<file path="src/rtl/d_stage_reg_if.sv">
// IF/ID stage-register bus: fetch-side inputs, pipeline control and D-stage outputs.
// The master drives fetch/control signals; the slave is the stage register itself.
interface d_stage_reg_if;
    logic        stall;
    logic        flush;
    logic        req;
    logic [31:0] f_instr;
    logic [31:0] f_pc;
    logic [4:0]  f_exc_code;
    logic        f_bd;
    logic [31:0] d_instr;
    logic [31:0] d_pc;
    logic [4:0]  d_exc_code;
    logic        d_bd;
    logic        d_valid;
    logic [15:0] d_imm16;
    logic [1:0]  d_ext_sel;

    modport master (
        output stall, flush, req, f_instr, f_pc, f_exc_code, f_bd,
        input  d_instr, d_pc, d_exc_code, d_bd, d_valid, d_imm16, d_ext_sel
    );

    modport slave (
        input  stall, flush, req, f_instr, f_pc, f_exc_code, f_bd,
        output d_instr, d_pc, d_exc_code, d_bd, d_valid, d_imm16, d_ext_sel
    );
endinterface

</file>
<file path="src/rtl/d_stage_reg.sv">
// IF/ID pipeline register for the P7 MIPS core, with a zero-latency extender-select decode.
// Optional macro D_REG_RI_EN adds reserved-instruction (RI, code 10) detection on load.
module d_stage_reg #(
    parameter logic [31:0] RESET_PC   = 32'h0000_3000,
    parameter logic [31:0] HANDLER_PC = 32'h0000_4180
) (
    input  logic          clk,
    input  logic          reset,
    d_stage_reg_if.slave  bus
);

    localparam logic [4:0] EXC_NONE = 5'd0;
    localparam logic [4:0] EXC_ADEL = 5'd4;
`ifdef D_REG_RI_EN
    localparam logic [4:0] EXC_RI   = 5'd10;
`endif

    logic [31:0] r_instr;
    logic [31:0] r_pc;
    logic [4:0]  r_exc_code;
    logic        r_bd;
    logic        r_valid;

    logic [5:0]  w_op;
    logic [1:0]  w_ext_sel;
    logic [31:0] w_load_instr;
    logic [4:0]  w_load_exc;

`ifdef D_REG_RI_EN
    // True when the instruction belongs to the P7 set (ALU, mul/div, branches, jumps, loads/stores, CP0).
    function automatic logic isP7Instr(input logic [31:0] instr);
        logic [5:0] op;
        logic [5:0] funct;
        logic [4:0] rs;
        logic [4:0] rt;
        op    = instr[31:26];
        funct = instr[5:0];
        rs    = instr[25:21];
        rt    = instr[20:16];
        case (op)
            6'h00: isP7Instr = funct inside {6'h00, 6'h02, 6'h03, 6'h04, 6'h06, 6'h07,
                                             6'h08, 6'h09, 6'h0C, 6'h10, 6'h11, 6'h12,
                                             6'h13, 6'h18, 6'h19, 6'h1A, 6'h1B, 6'h20,
                                             6'h21, 6'h22, 6'h23, 6'h24, 6'h25, 6'h26,
                                             6'h27, 6'h2A, 6'h2B};
            6'h01: isP7Instr = (rt == 5'd0) || (rt == 5'd1);
            6'h10: isP7Instr = (rs == 5'd0) || (rs == 5'd4) ||
                               ((rs == 5'd16) && (funct == 6'h18));
            default: isP7Instr = op inside {6'h02, 6'h03, 6'h04, 6'h05, 6'h06, 6'h07,
                                            6'h08, 6'h09, 6'h0A, 6'h0B, 6'h0C, 6'h0D,
                                            6'h0E, 6'h0F, 6'h20, 6'h21, 6'h23, 6'h24,
                                            6'h25, 6'h28, 6'h29, 6'h2B};
        endcase
    endfunction
`endif

    // A fetch address error never delivers a real instruction word; RI only applies to clean fetches.
    always_comb begin
        w_load_exc   = bus.f_exc_code;
        w_load_instr = bus.f_instr;
        if (bus.f_exc_code == EXC_ADEL) begin
            w_load_instr = 32'd0;
        end
`ifdef D_REG_RI_EN
        if ((bus.f_exc_code == EXC_NONE) && !isP7Instr(bus.f_instr)) begin
            w_load_exc = EXC_RI;
        end
`endif
    end

    // Exception entry beats stall, and stall beats flush so a held bubble is never overwritten.
    always_ff @(posedge clk or posedge reset) begin
        if (reset) begin
            r_instr    <= 32'd0;
            r_pc       <= RESET_PC;
            r_exc_code <= EXC_NONE;
            r_bd       <= 1'b0;
            r_valid    <= 1'b0;
        end else if (bus.req) begin
            r_instr    <= 32'd0;
            r_pc       <= HANDLER_PC;
            r_exc_code <= EXC_NONE;
            r_bd       <= 1'b0;
            r_valid    <= 1'b0;
        end else if (!bus.stall) begin
            if (bus.flush) begin
                r_instr    <= 32'd0;
                r_pc       <= bus.f_pc;
                r_exc_code <= EXC_NONE;
                r_bd       <= 1'b0;
                r_valid    <= 1'b0;
            end else begin
                r_instr    <= w_load_instr;
                r_pc       <= bus.f_pc;
                r_exc_code <= w_load_exc;
                r_bd       <= bus.f_bd;
                r_valid    <= 1'b1;
            end
        end
    end

    assign w_op = r_instr[31:26];

    always_comb begin
        w_ext_sel = 2'b00;
        case (w_op)
            6'b001111:                            w_ext_sel = 2'b10;
            6'b001100, 6'b001101, 6'b001110:      w_ext_sel = 2'b01;
            6'b000100, 6'b000101, 6'b000110,
            6'b000111, 6'b000001:                 w_ext_sel = 2'b11;
            default:                              w_ext_sel = 2'b00;
        endcase
    end

    assign bus.d_instr    = r_instr;
    assign bus.d_pc       = r_pc;
    assign bus.d_exc_code = r_exc_code;
    assign bus.d_bd       = r_bd;
    assign bus.d_valid    = r_valid;
    assign bus.d_imm16    = r_instr[15:0];
    assign bus.d_ext_sel  = w_ext_sel;

endmodule

</file>
<file path="src/flat_wrapper.sv">
// flat-port wrapper written by rule: the top's interface ports become plain ports
module d_stage_reg_flat 
#(
    parameter logic [31:0] RESET_PC   = 32'h0000_3000,
    parameter logic [31:0] HANDLER_PC = 32'h0000_4180
)
  (clk, reset, bus_stall, bus_flush, bus_req, bus_f_instr, bus_f_pc, bus_f_exc_code, bus_f_bd, bus_d_instr, bus_d_pc, bus_d_exc_code, bus_d_bd, bus_d_valid, bus_d_imm16, bus_d_ext_sel);
  d_stage_reg_if bus_i ();
  input  logic clk;
  input  logic reset;
  input wire logic [$bits(bus_i.stall)-1:0] bus_stall;
  input wire logic [$bits(bus_i.flush)-1:0] bus_flush;
  input wire logic [$bits(bus_i.req)-1:0] bus_req;
  input wire logic [$bits(bus_i.f_instr)-1:0] bus_f_instr;
  input wire logic [$bits(bus_i.f_pc)-1:0] bus_f_pc;
  input wire logic [$bits(bus_i.f_exc_code)-1:0] bus_f_exc_code;
  input wire logic [$bits(bus_i.f_bd)-1:0] bus_f_bd;
  output wire logic [$bits(bus_i.d_instr)-1:0] bus_d_instr;
  output wire logic [$bits(bus_i.d_pc)-1:0] bus_d_pc;
  output wire logic [$bits(bus_i.d_exc_code)-1:0] bus_d_exc_code;
  output wire logic [$bits(bus_i.d_bd)-1:0] bus_d_bd;
  output wire logic [$bits(bus_i.d_valid)-1:0] bus_d_valid;
  output wire logic [$bits(bus_i.d_imm16)-1:0] bus_d_imm16;
  output wire logic [$bits(bus_i.d_ext_sel)-1:0] bus_d_ext_sel;
  assign bus_i.stall = bus_stall;
  assign bus_i.flush = bus_flush;
  assign bus_i.req = bus_req;
  assign bus_i.f_instr = bus_f_instr;
  assign bus_i.f_pc = bus_f_pc;
  assign bus_i.f_exc_code = bus_f_exc_code;
  assign bus_i.f_bd = bus_f_bd;
  assign bus_d_instr = bus_i.d_instr;
  assign bus_d_pc = bus_i.d_pc;
  assign bus_d_exc_code = bus_i.d_exc_code;
  assign bus_d_bd = bus_i.d_bd;
  assign bus_d_valid = bus_i.d_valid;
  assign bus_d_imm16 = bus_i.d_imm16;
  assign bus_d_ext_sel = bus_i.d_ext_sel;
  d_stage_reg #(.RESET_PC(RESET_PC), .HANDLER_PC(HANDLER_PC)) u_core (.clk(clk), .reset(reset), .bus(bus_i));
endmodule
</file>
<file path="config.mk">
export PLATFORM = sky130hd
export DESIGN_NAME = d_stage_reg_flat
export DESIGN_NICKNAME = d
export VERILOG_FILES = /design/src/rtl/d_stage_reg_if.sv /design/src/rtl/d_stage_reg.sv /design/src/flat_wrapper.sv
export SDC_FILE = /design/constraint.sdc
export NUM_CORES = 1
export LEC_CHECK = 0
export ABC_AREA = 1
export ABC_CLOCK_PERIOD_IN_PS = 3600
export BUFFER_PORTS_ARGS = -buffer_cell sky130_fd_sc_hd__clkbuf_2
export CAP_MARGIN = 25
export CORE_ASPECT_RATIO = 0.5
export CORE_MARGIN = 2
export CORE_UTILIZATION = 49
export DETAILED_ROUTE_END_ITERATION = 12
export PLACE_DENSITY_LB_ADDON = 0.15
export SLEW_MARGIN = 20
export SYNTH_ARGS = -nofsm -noshare
export SYNTH_HDL_FRONTEND = slang
export SYNTH_SLANG_ARGS = --single-unit
export TNS_END_PERCENT = 1
</file>
<file path="constraint.sdc">
create_clock -name clk -period 3.6 [get_ports clk]
set_input_delay 0.36 -clock clk [delete_from_list [all_inputs] [get_ports clk]]
set_output_delay 0.36 -clock clk [all_outputs]
set_load 0.05 [all_outputs]
</file>
* Word-level counts from Yosys, hierarchy flattened
Memories as Yosys holds them, arrays and structs flattened.
Index checks and enable logic that the tools add are counted.
** Cells by class
- Multiplexer cells :: 16
- Div/mod/pow operators :: 0
- Reductions and logical operators :: 1
- Bitwise operators :: 0
- Order comparisons :: 0
- $mul :: 0
- Add/sub/neg operators :: 0
- Shifts and indexed selects :: 0
- Eq/ne operators :: 2
** Operators with widths (count)
- two-way mux 32 bit :: 6
- two-way mux 5 bit :: 3
- two-way mux 1 bit :: 6
- == test 5 x 3 -> 1 bit (second input constant) :: 1
- logical NOT 2 bit :: 1
- two-way mux 2 bit :: 1
- inequality test 2 x 1 -> 1 bit (second input constant) :: 1
** Word-level totals
- Memories kept :: 1
- Bits in read-only memories :: 32
- Output and inout port bits :: 89
- Latch bits :: 0
- Bits of input ports :: 75
- RAM bits :: 0
- Register bits after elaboration :: 71
- Word-level logic and storage cells :: 25
** Memory list
- (no name shown) :: words 16, width 2, read ports 1, clocked after Yosys merged registers in 0, write ports 0, line d_stage_reg.sv:106 : case (w_op)

* Depth between registers and ports, before layout
Gate-level depths: netlist of the first run.
- Depth in word-level cells :: 5
- Gate-level depth with buffers :: 7
- Gate-level depth less buffers :: 5

* Worst setup path before layout of the first run
Ideal clock, no wire load.
- Path type :: reg-to-output
- Start point :: reg u_core.r_instr[26] (netlist: u_core.bus.d_instr[26])
- End point :: out bus_d_ext_sel[1]
- Cell stages (with the launch flop) :: 5
- Path slack :: 1.598 ns
- Arrival :: 1.642 ns
- Data required time :: 3.240 ns
- Path buffers :: 0
- Cell sequence :: dfrtp_1 nand2_1 nand2_1 nand2_1 a21oi_1
** Between the ends
- Longest elaborated chain between the ends :: 2
** Ends and longest elaborated chain
- start, declared :: line d_stage_reg.sv:18 : logic [31:0] r_instr;
- start signal, assigned :: line d_stage_reg.sv:93 : r_instr <= w_load_instr;
- memory read (16 x 2 bit)
- two-way mux 2 bit :: line d_stage_reg.sv:106
- end, declared :: line flat_wrapper.sv:24 : output wire logic [$bits(bus_i.d_ext_sel)-1:0] bus_d_ext_sel;
Every way passes these cells.

* Worst setup path in the final report of the first run
- Start point :: in bus_stall
- End point :: reg u_core.r_exc_code[0] (netlist: u_core.bus.d_exc_code[0])
** Between the ends
- Longest elaborated chain between the ends :: 1
** Ends and longest elaborated chain
- start, declared :: line flat_wrapper.sv:11 : input wire logic [$bits(bus_i.stall)-1:0] bus_stall;
- inequality test 2 x 1 -> 1 bit (no source line)
- end signal, assigned :: line d_stage_reg.sv:95 : r_exc_code <= w_load_exc;
- end, declared :: line d_stage_reg.sv:20 : logic [4:0] r_exc_code;
Every way passes these cells.
A chain may end at the register's enable or synchronous reset.

==> flow_summary.toml, run 1 <==
[global_route]
grt_pass1_vias = 2597
grt_usage_pct = 21.30
grt_first_pass_wirelength_um = 11920
antenna_found_initial = 0
grt_max_degree = 72
grt-ovfl-total = 0

[clocking]
cts.clk_slew.worst_paths_ps = 60
post_cts.repair.setup_buffers = 0
ctsHoldBuffers = 0
worst_skew_pair.late_latency_ps = 320
cts_inserted_buffers = 9
clock_path_buffers = 2
ctsRootBufferMaster = "clkbuf_16"
htree_levels = 3
cts.sink_count = 71
cts_resized = 0
tritoncts = "done"

[sta]
finalCriticalPeriod_ps = 1784
clock.fmax_mhz = 560.6
finalCritPeriodShare_pct = 49.55
setup_viol_count_final = 0
setup_tns_ps = 0
rsz0062_at_grt = "no"
slew_viol_final = 0
hold_viol = 0
skew_ps = 0
worstMarginPinSlew_ps = 925.2
relSlewSlack_pct = 38.25

[worst_setup_path]
rrSetupSlack_ps = 2860
critPathKind = "primary input to register"
critPathMaxStageDelay_ps = 590
endpoint_kind = "register"
critical_path.cell_chain = "clkbuf_2 > inv_2 > nor2_4 > buf_4 > nand2_1 > o21ai_1"
cp_max_fo = 39
cp.arrival_ps = 2020
cpMaxStageDelayCell = "nor2_4"
cpLargestDelayFamily = "buffers and inverters"
critPathRequiredTime_ps = 3830
cp-start-kind = "primary input"
cp_num_buf_inv = 3

[place]
gp_congestion = 0.8802
place_area_sq_um = 3928
io_buffers = 163
place_hpwl_um = 5088

[run]
drv_cap = 0

[cells_and_area]
drive_gt1_share_pct = 34.18
diodes = 0
nNetsFinal = 623
area_delta_synth_final_pct = 31.41
final_cell_area_sq_um = 4240

[yosys]
synth.net_count = 482
synth_mux_area_share_pct = 0
synth_enable_flop_cells = 0
synth_seq_cells = 71
synth_largest_area_cell = "dfrtp_1"
synth_compound_area_share_pct = 0.4653
async_reset_ff_share_pct = 100.0
syn_area_per_cell_sq_um = 7.928
synth-xor-area-share_pct = 0
synth_fa_ha_area_share_pct = 0
synth.most_common_cell = "nand2_1"
ys.flop_type = "dfrtp_1"
synth_area_leaders = "dfrtp_1, nand2_1, nand3_1"
synth-simple-area-share_pct = 31.95
synth_area_sq_um = 3227
netlist_top_cells_count = "nand2_1, dfrtp_1, inv_1"
yosysTopAreaCellShare_pct = 53.51
yosysSeqAreaShare_pct = 55.14
ys_types = 15
synth_warnings = 0
synthCells = 407
synth_top_family_by_area = "simple AND/OR/NAND/NOR gates"

[worst_hold_path]
hold_class = "primary input to register"

[routing]
vias_per_cell = 4.523
drt_iter0_markers = 129
drtAntennaViolNets = 0
drcViolationCount = 0
postRouteWirelength_um = 7433
num_vias = 2899
drtPass1Iterations = 4
wl_per_cell_um = 11.60

[die]
coreArea_sq_um = 6206
die_x_um = 118.8
die_y_um = 61.38
dieArea_sq_um = 7290
pin_count = 164
start_util_pct = 52.00
rows = 20

[pwr]
leakage_nw = 2.708
vdd_ir_drop_max_mv = 0.2840
power.density_nw_per_um2 = 502.3

[run_status]
status = "complete, no violations"
[cell type report]
type / count / area [sq um]
fillers: 582 / 1966
flip-flops and latches: 71 / 1779
multi-input cells: 259 / 1046
repair buffers: 166 / 838.3
clock buffers: 9 / 225.2
inverters: 41 / 153.9
well taps: 88 / 110.1
clock inverters: 7 / 87.58
[final timing paths]
kind                       depth (start not counted)                start                  endpoint
setup reg to reg                                   2  u_core.bus.d_pc[13]       u_core.bus.d_pc[13]
hold / removal                                     3          bus_f_pc[8]        u_core.bus.d_pc[8]
setup / recovery                                   6            bus_stall  u_core.bus.d_exc_code[0]
max in group asynchronous                          3                reset     u_core.bus.d_instr[2]
hold reg to reg                                    2  u_core.bus.d_pc[24]       u_core.bus.d_pc[24]
min in group asynchronous                          3                reset       u_core.bus.d_pc[20]
[kinds of logic after synthesis]
group / count (synthesis)
and+or+nand+nor: 256
AOI/OAI and AO/OA: 3
buffers and inverters: 77
DFF: 71
[layer usage]
metal / GRT usage, % / routed length [um]
met1: 26.23 / 3367
met2: 37.68 / 3580
met3: 7.037 / 452
met4: 5.442 / 32
met5: 0 / 0
[worst reg2reg max path: cells and delay by family, from the launching register on]
family        cells  cell delay [ps]
simple gates      2              130
flops             1              540
[sequential cells by signal, indices dropped and copies added (netlist names)]
register               flops
u_core.bus.d_bd            1
u_core.bus.d_exc_code      5
u_core.bus.d_pc           32
u_core.bus.d_instr        32
u_core.bus.d_valid         1
[power by group]
| part | internal (mW) | switching (mW) |
|---|---|---|
| Combinational | 0.0846 | 0.270 |
| Sequential | 0.837 | 0.0251 |
| Clock | 0.600 | 0.313 |
[cell usage in the layout (no fill, tap or decap)]
cell type	instances
nor2_1	36
nand3_1	38
inv_1	39
buf_4	3
inv_2	2
nand2_1	179
a21oi_1	1
o21ai_1	2
bufinv_16	2
clkbuf_16	9
dfstp_2	2
nand2_4	1
clkinvlp_4	1
clkinv_2	4
clkbuf_2	163
nor2_4	2
dfrtp_1	69
[metrics by stage]
stage / hold WS [ps] / cells / utilization [%] / setup WS, ps / power (mW)
floorplan: 474.8 / 407 / - / 1447 / 1.137
global placement: 454.1 / 625 / 63.29 / 1513 / 1.230
detailed placement: 457.2 / 625 / 63.29 / 1453 / 1.233
CTS: 229.7 / 641 / 68.33 / 1793 / 2.156
global route: 235.5 / 641 / 68.33 / 1623 / 2.220
finish: 237.4 / 641 / 68.33 / 1816 / 2.130
(Power assumes the default switching activity.)
==> run 2: changes to the inputs <==
--- a/config.mk
+++ b/config.mk
@@ -5,13 +5,13 @@
 export SDC_FILE = /design/constraint.sdc
 export NUM_CORES = 1
 export LEC_CHECK = 0
-export ABC_AREA = 1
-export ABC_CLOCK_PERIOD_IN_PS = 3600
+export ABC_AREA = 0
+export ABC_CLOCK_PERIOD_IN_PS = 1500
 export BUFFER_PORTS_ARGS = -buffer_cell sky130_fd_sc_hd__clkbuf_2
 export CAP_MARGIN = 25
 export CORE_ASPECT_RATIO = 0.5
 export CORE_MARGIN = 2
-export CORE_UTILIZATION = 49
+export CORE_UTILIZATION = 39
 export DETAILED_ROUTE_END_ITERATION = 12
 export PLACE_DENSITY_LB_ADDON = 0.15
 export SLEW_MARGIN = 20
==> constraint.sdc (replaced) <==
create_clock -name clk -period 1.5 [get_ports clk]
set_input_delay 0.15 -clock clk [delete_from_list [all_inputs] [get_ports clk]]
set_output_delay 0.15 -clock clk [all_outputs]
set_load 0.05 [all_outputs]
==> flow_summary.toml, run 2 <==
[sta]
rsz0062_at_grt = "yes"
fin_ws_ps = -50.10
clock.fmax_mhz = 645.1
slew_viol_final = 0
relSlewSlack_pct = 59.32
finalCritPeriodShare_pct = 103.3
setup_tns_ps = -74.67
skew_ps = 0
worstMarginPinSlew_ps = 610.2
hold_viol = 0
finalCriticalPeriod_ps = 1550
setup_viol_count_final = 2

[routing]
drt_iter0_markers = 122
vias_per_cell = 4.597
num_vias = 2165
wl_per_cell_um = 13.80
postRouteWirelength_um = 6502
drcViolationCount = 0
drtPass1Iterations = 4
drtAntennaViolNets = 0

[cells_and_area]
final_cell_mix = "clkbuf_2, dfrtp_1, a22o_1"
diodes = 0
final_common_cell = "clkbuf_2"
nNetsFinal = 445
drive_gt1_share_pct = 51.73
fill_cells = 647
area_delta_synth_final_pct = 40.72
final_cells = 471

[die]
pin_count = 164
dieArea_sq_um = 8111
die_y_um = 64.69
coreArea_sq_um = 7239
start_util_pct = 39.68
die_x_um = 125.4
rows = 22

[yosys]
yosysSeqAreaShare_pct = 61.93
ys_types = 22
synth_warnings = 0
synth_largest_area_cell = "dfrtp_1"
synth_seq_cells = 71
synth_enable_flop_cells = 0
netlist_top_cells_count = "dfrtp_1, a22o_1, nor2_1"
synth_area_leaders = "dfrtp_1, a22o_1, mux2i_1"
synth_fa_ha_area_share_pct = 0
synth_top_family_by_area = "compound AO/OA/AOI/OAI gates"
synth_mux_area_share_pct = 10.10
synth.net_count = 295
synth_area_sq_um = 2873
async_reset_ff_share_pct = 100.0
synthCells = 220
synth-simple-area-share_pct = 6.620
yosysTopAreaCellShare_pct = 60.10
synth.most_common_cell = "dfrtp_1"
synth-xor-area-share_pct = 0
synth_compound_area_share_pct = 14.02
syn_area_per_cell_sq_um = 13.06
ys.flop_type = "dfrtp_1"

[run_status]
violations = "negative setup slack"
status = "finished, violations left"

[global_route]
grt_usage_pct = 16.64
grt_first_pass_wirelength_um = 10490
antenna_found_initial = 0
grt_pass1_vias = 2151
grt_max_degree = 72
grt-ovfl-total = 0

[place]
placed_cells = 453
pre_cts_slack_ps = -86.51
gp_congestion = 0.7869
place_hpwl_um = 4523
io_buffers = 163

[clocking]
cts.clk_slew.worst_paths_ps = 50
tritoncts = "done"
clock_path_buffers = 2
htree_levels = 3
cts.sink_count = 71
cts_inserted_buffers = 9
worst_skew_pair.late_latency_ps = 330
ctsRootBufferMaster = "clkbuf_16"

[pwr]
power.density_nw_per_um2 = 1285
vdd_ir_drop_max_mv = 0.6561
leakage_nw = 2.269

[worst_setup_path]
endpoint_kind = "output port"
cp_max_fo = 6
critPathRequiredTime_ps = 1350
cp.arrival_ps = 1400
cp-start-kind = "register"
critPathKind = "register to output port"

[run]
drv_cap = 0

[worst_hold_path]
hold_class = "primary input to register"
[run 2: layout make-up]
type	count	area (sq um)	share of cell area [%]
clock inverters	5	81.33	2.012
inverters	1	7.507	0.1857
well taps	96	120.1	2.971
repair buffers	170	913.4	22.59
multi-input cells	117	895.9	22.16
flip-flops and latches	71	1782	44.07
clock buffers	11	242.7	6.004
[run 2: per-layer routing]
metal | part of all wire, % | GRT usage, % | wire length [um] | up-vias
met5 | 0 | 0 | 0 | -
met4 | 1.5 | 7.778 | 96 | 0
met3 | 6.7 | 5.533 | 437 | 9
met2 | 49 | 26.63 | 3156 | 76
met1 | 43 | 20.73 | 2812 | 1015
li1 | - | - | - | 1065
[run 2: logic make-up (layout without fill, tap and decap cells)]
kind of cell,after synthesis,in the layout
AO/OA/AOI/OAI,47,47
buffers and inverters,32,187
flip-flops,71,71
multiplexers,29,29
AND/OR/NAND/NOR,41,41
[run 2: critical path, stage by stage, from the launching register on]
cell and delay, ps:
dfrtp_2 430, nor2b_1 120, o21bai_1 90, a211oi_2 210
clkbuf_8 220
[run 2: power by group]
part	switching [mW]	internal [mW]	leakage [nW]
Combinational	0.619	0.253	1.17
Sequential	0.0593	2.01	0.938
Clock	0.756	1.50	0.156
[run 2: path summary, 6_finish.rpt]
| check | startpoint | to | slack (ps) | cells past startpoint |
|---|---|---|---|---|
| max | u_core.bus.d_instr[29] | bus_d_ext_sel[0] | -50 | 4 |
| min | bus_f_instr[19] | u_core.bus.d_instr[19] | 40 | 2 |
| max reg2reg | u_core.bus.d_instr[26] | u_core.bus.d_instr[26] | 650 | 2 |
| min reg2reg | u_core.bus.d_valid | u_core.bus.d_valid | 480 | 1 |
| max in group asynchronous | reset | u_core.bus.d_pc[12] | 700 | 4 |
| min in group asynchronous | reset | u_core.bus.d_exc_code[4] | 490 | 4 |
[run 2: what timing repair did]
action | 4_1_cts | 5_1_grt
endpoints found under the hold margin | 69 | 0
gates resized for setup | 5 | 2
setup buffers | 0 | 1
setup endpoints to repair | 2 | 2
hold buffers | 1 | 0
[run 2: per-stage QoR]
step	total power, mW	instance area, sq um	utilization [%]	hold WS [ps]
finish	5.196	4043	55.84	36.61
global route	5.409	4043	55.84	29.50
CTS	5.285	4033	55.70	18.45
detailed placement	2.973	3681	50.85	283.2
global placement	2.959	3681	50.85	269.7
floorplan	2.726	2887	-	282.5
==> run 3: changes to the inputs <==
--- a/config.mk
+++ b/config.mk
@@ -10,7 +10,7 @@
 export BUFFER_PORTS_ARGS = -buffer_cell sky130_fd_sc_hd__clkbuf_2
 export CAP_MARGIN = 25
 export CORE_ASPECT_RATIO = 0.5
-export CORE_MARGIN = 2
+export CORE_MARGIN = 1
 export CORE_UTILIZATION = 39
 export DETAILED_ROUTE_END_ITERATION = 12
 export PLACE_DENSITY_LB_ADDON = 0.15
==> flow_summary.toml, run 3 (synthesis results as in run 2) <==
[run_status]
status = "finished, violations left"
violations = "negative setup slack"

[die]
rows = 21
start_util_pct = 41.57
pin_count = 164
dieArea_sq_um = 7734
coreArea_sq_um = 6910
die_y_um = 62.69
die_x_um = 123.4

[sta]
relSlewSlack_pct = 59.63
whs_ps = 34.09
finalCritPeriodShare_pct = 103.0
fin_ws_ps = -44.51
rsz0062_at_grt = "yes"
setup_tns_ps = -74.80
worstMarginPinSlew_ps = 605.6
hold_viol = 0
setup_viol_count_final = 2
slew_viol_final = 0
skew_ps = 0
finalCriticalPeriod_ps = 1545
clock.fmax_mhz = 647.5

[worst_setup_path]
cp.arrival_ps = 1390
critPathRequiredTime_ps = 1350
cp-start-kind = "register"
critPathKind = "register to output port"
endpoint_kind = "output port"
cp_max_fo = 5
timing.rr.start = "u_core.bus.d_instr[29]"
crit_path_start = "u_core.bus.d_instr[29]"
critPathMaxStageDelay_ps = 430
critical_path.cell_chain = "nor2b_1 > o21bai_1 > a211oi_2 > clkbuf_8"
cpMaxStageDelayCell = "dfrtp_2"

[pwr]
p_seq_share_pct = 41.1
p_clk_share_pct = 41.1
power.density_nw_per_um2 = 1234
p_comb_share_pct = 17.8
leakage_nw = 2.302
power.internal_mw = 3.599
switching_power_mw = 1.428
finalPower_mw = 5.027
switching_share_pct = 28.40
vdd_ir_drop_max_mv = 0.6569

[cells_and_area]
final_cells = 474
final_cell_mix = "clkbuf_2, dfrtp_1, a22o_1"
drive_gt1_share_pct = 52.09
area_delta_synth_final_pct = 41.77
final_common_cell = "clkbuf_2"
diodes = 0
nNetsFinal = 452
utilization_pct = 58.94
final_cell_area_sq_um = 4073

[routing]
postRouteWirelength_um = 6755
drt_iter0_markers = 90
drtAntennaViolNets = 0
wl_per_cell_um = 14.25
vias_per_cell = 4.778
drtPass1Iterations = 4
num_vias = 2265
drcViolationCount = 0

[global_route]
grt_pass1_vias = 2229
antenna_found_initial = 0
grt_first_pass_wirelength_um = 10730
grt_usage_pct = 18.69
grt-ovfl-total = 0
grt_max_degree = 40

[clocking]
cts.clk_slew.worst_paths_ps = 50
ctsRootBufferMaster = "clkbuf_16"
cts.sink_count = 71
htree_levels = 3
clock_path_buffers = 2
tritoncts = "done"
worst_skew_pair.late_latency_ps = 330
cts_inserted_buffers = 9

[place]
gp_congestion = 0.7260
io_buffers = 163
place_hpwl_um = 4860
placed_cells = 451
pre_cts_slack_ps = -90.55
place_area_sq_um = 3704

[worst_hold_path]
hold_class = "primary input to register"
hp-start = "bus_f_instr[21]"

[run]
drv_cap = 0
run 3: layout make-up:
type	count	area, sq um
Sequential cell	71	1780
Timing Repair Buffer	177	982.2
Clock inverter	4	45.04
Inverter	1	7.507
Fill cell	595	2838
Multi-Input combinational cell	117	895.9
Tap cell	92	115.1
Clock buffer	12	246.5
run 3: worst paths after layout:
check,endpoint,slack (ps),cells past startpoint
worst max-delay path,bus_d_ext_sel[0],-40,4
worst min-delay path,u_core.bus.d_instr[21],30,2
worst max register to register,u_core.bus.d_instr[29],620,2
worst min register to register,u_core.bus.d_pc[14],490,1
max in group asynchronous,u_core.bus.d_pc[12],580,4
min in group asynchronous,u_core.bus.d_instr[23],380,3
run 3: worst max-delay path: cells and delay by family, from the launching register on:
family	cells	cell delay, ps
compound gates	2	290
buf+inv	1	220
flops	1	430
simple gates	1	120
run 3: power groups by stage:
stage               logic (mW)  clock network [mW]  registers (mW)
finish                   0.894                2.07            2.07
global route             0.949                2.22            2.08
CTS                      0.901                2.11            2.07
detailed placement       0.881                   0            2.10
global placement         0.870                   0            2.10
floorplan                0.312                   0            2.41
run 3: layer usage:
| metal | GRT usage (%) | wire, um | vias up |
|---|---|---|---|
| li1 | - | - | 1082 |
| met4 | 8.584 | 119 | 0 |
| met3 | 6.752 | 445 | 11 |
| met2 | 31.01 | 3340 | 79 |
| met1 | 21.58 | 2849 | 1093 |
| met5 | 0 | 0 | - |
run 3: what timing repair did:
| action | 4_1_cts | 5_1_grt |
|---|---|---|
| pin swaps | 2 | 4 |
| endpoints found under the hold margin | 17 | 0 |
| hold buffers | 1 | 0 |
| resized for setup | 5 | 2 |
| buffers inserted | 4 | 2 |
| endpoints found under the setup margin | 2 | 2 |
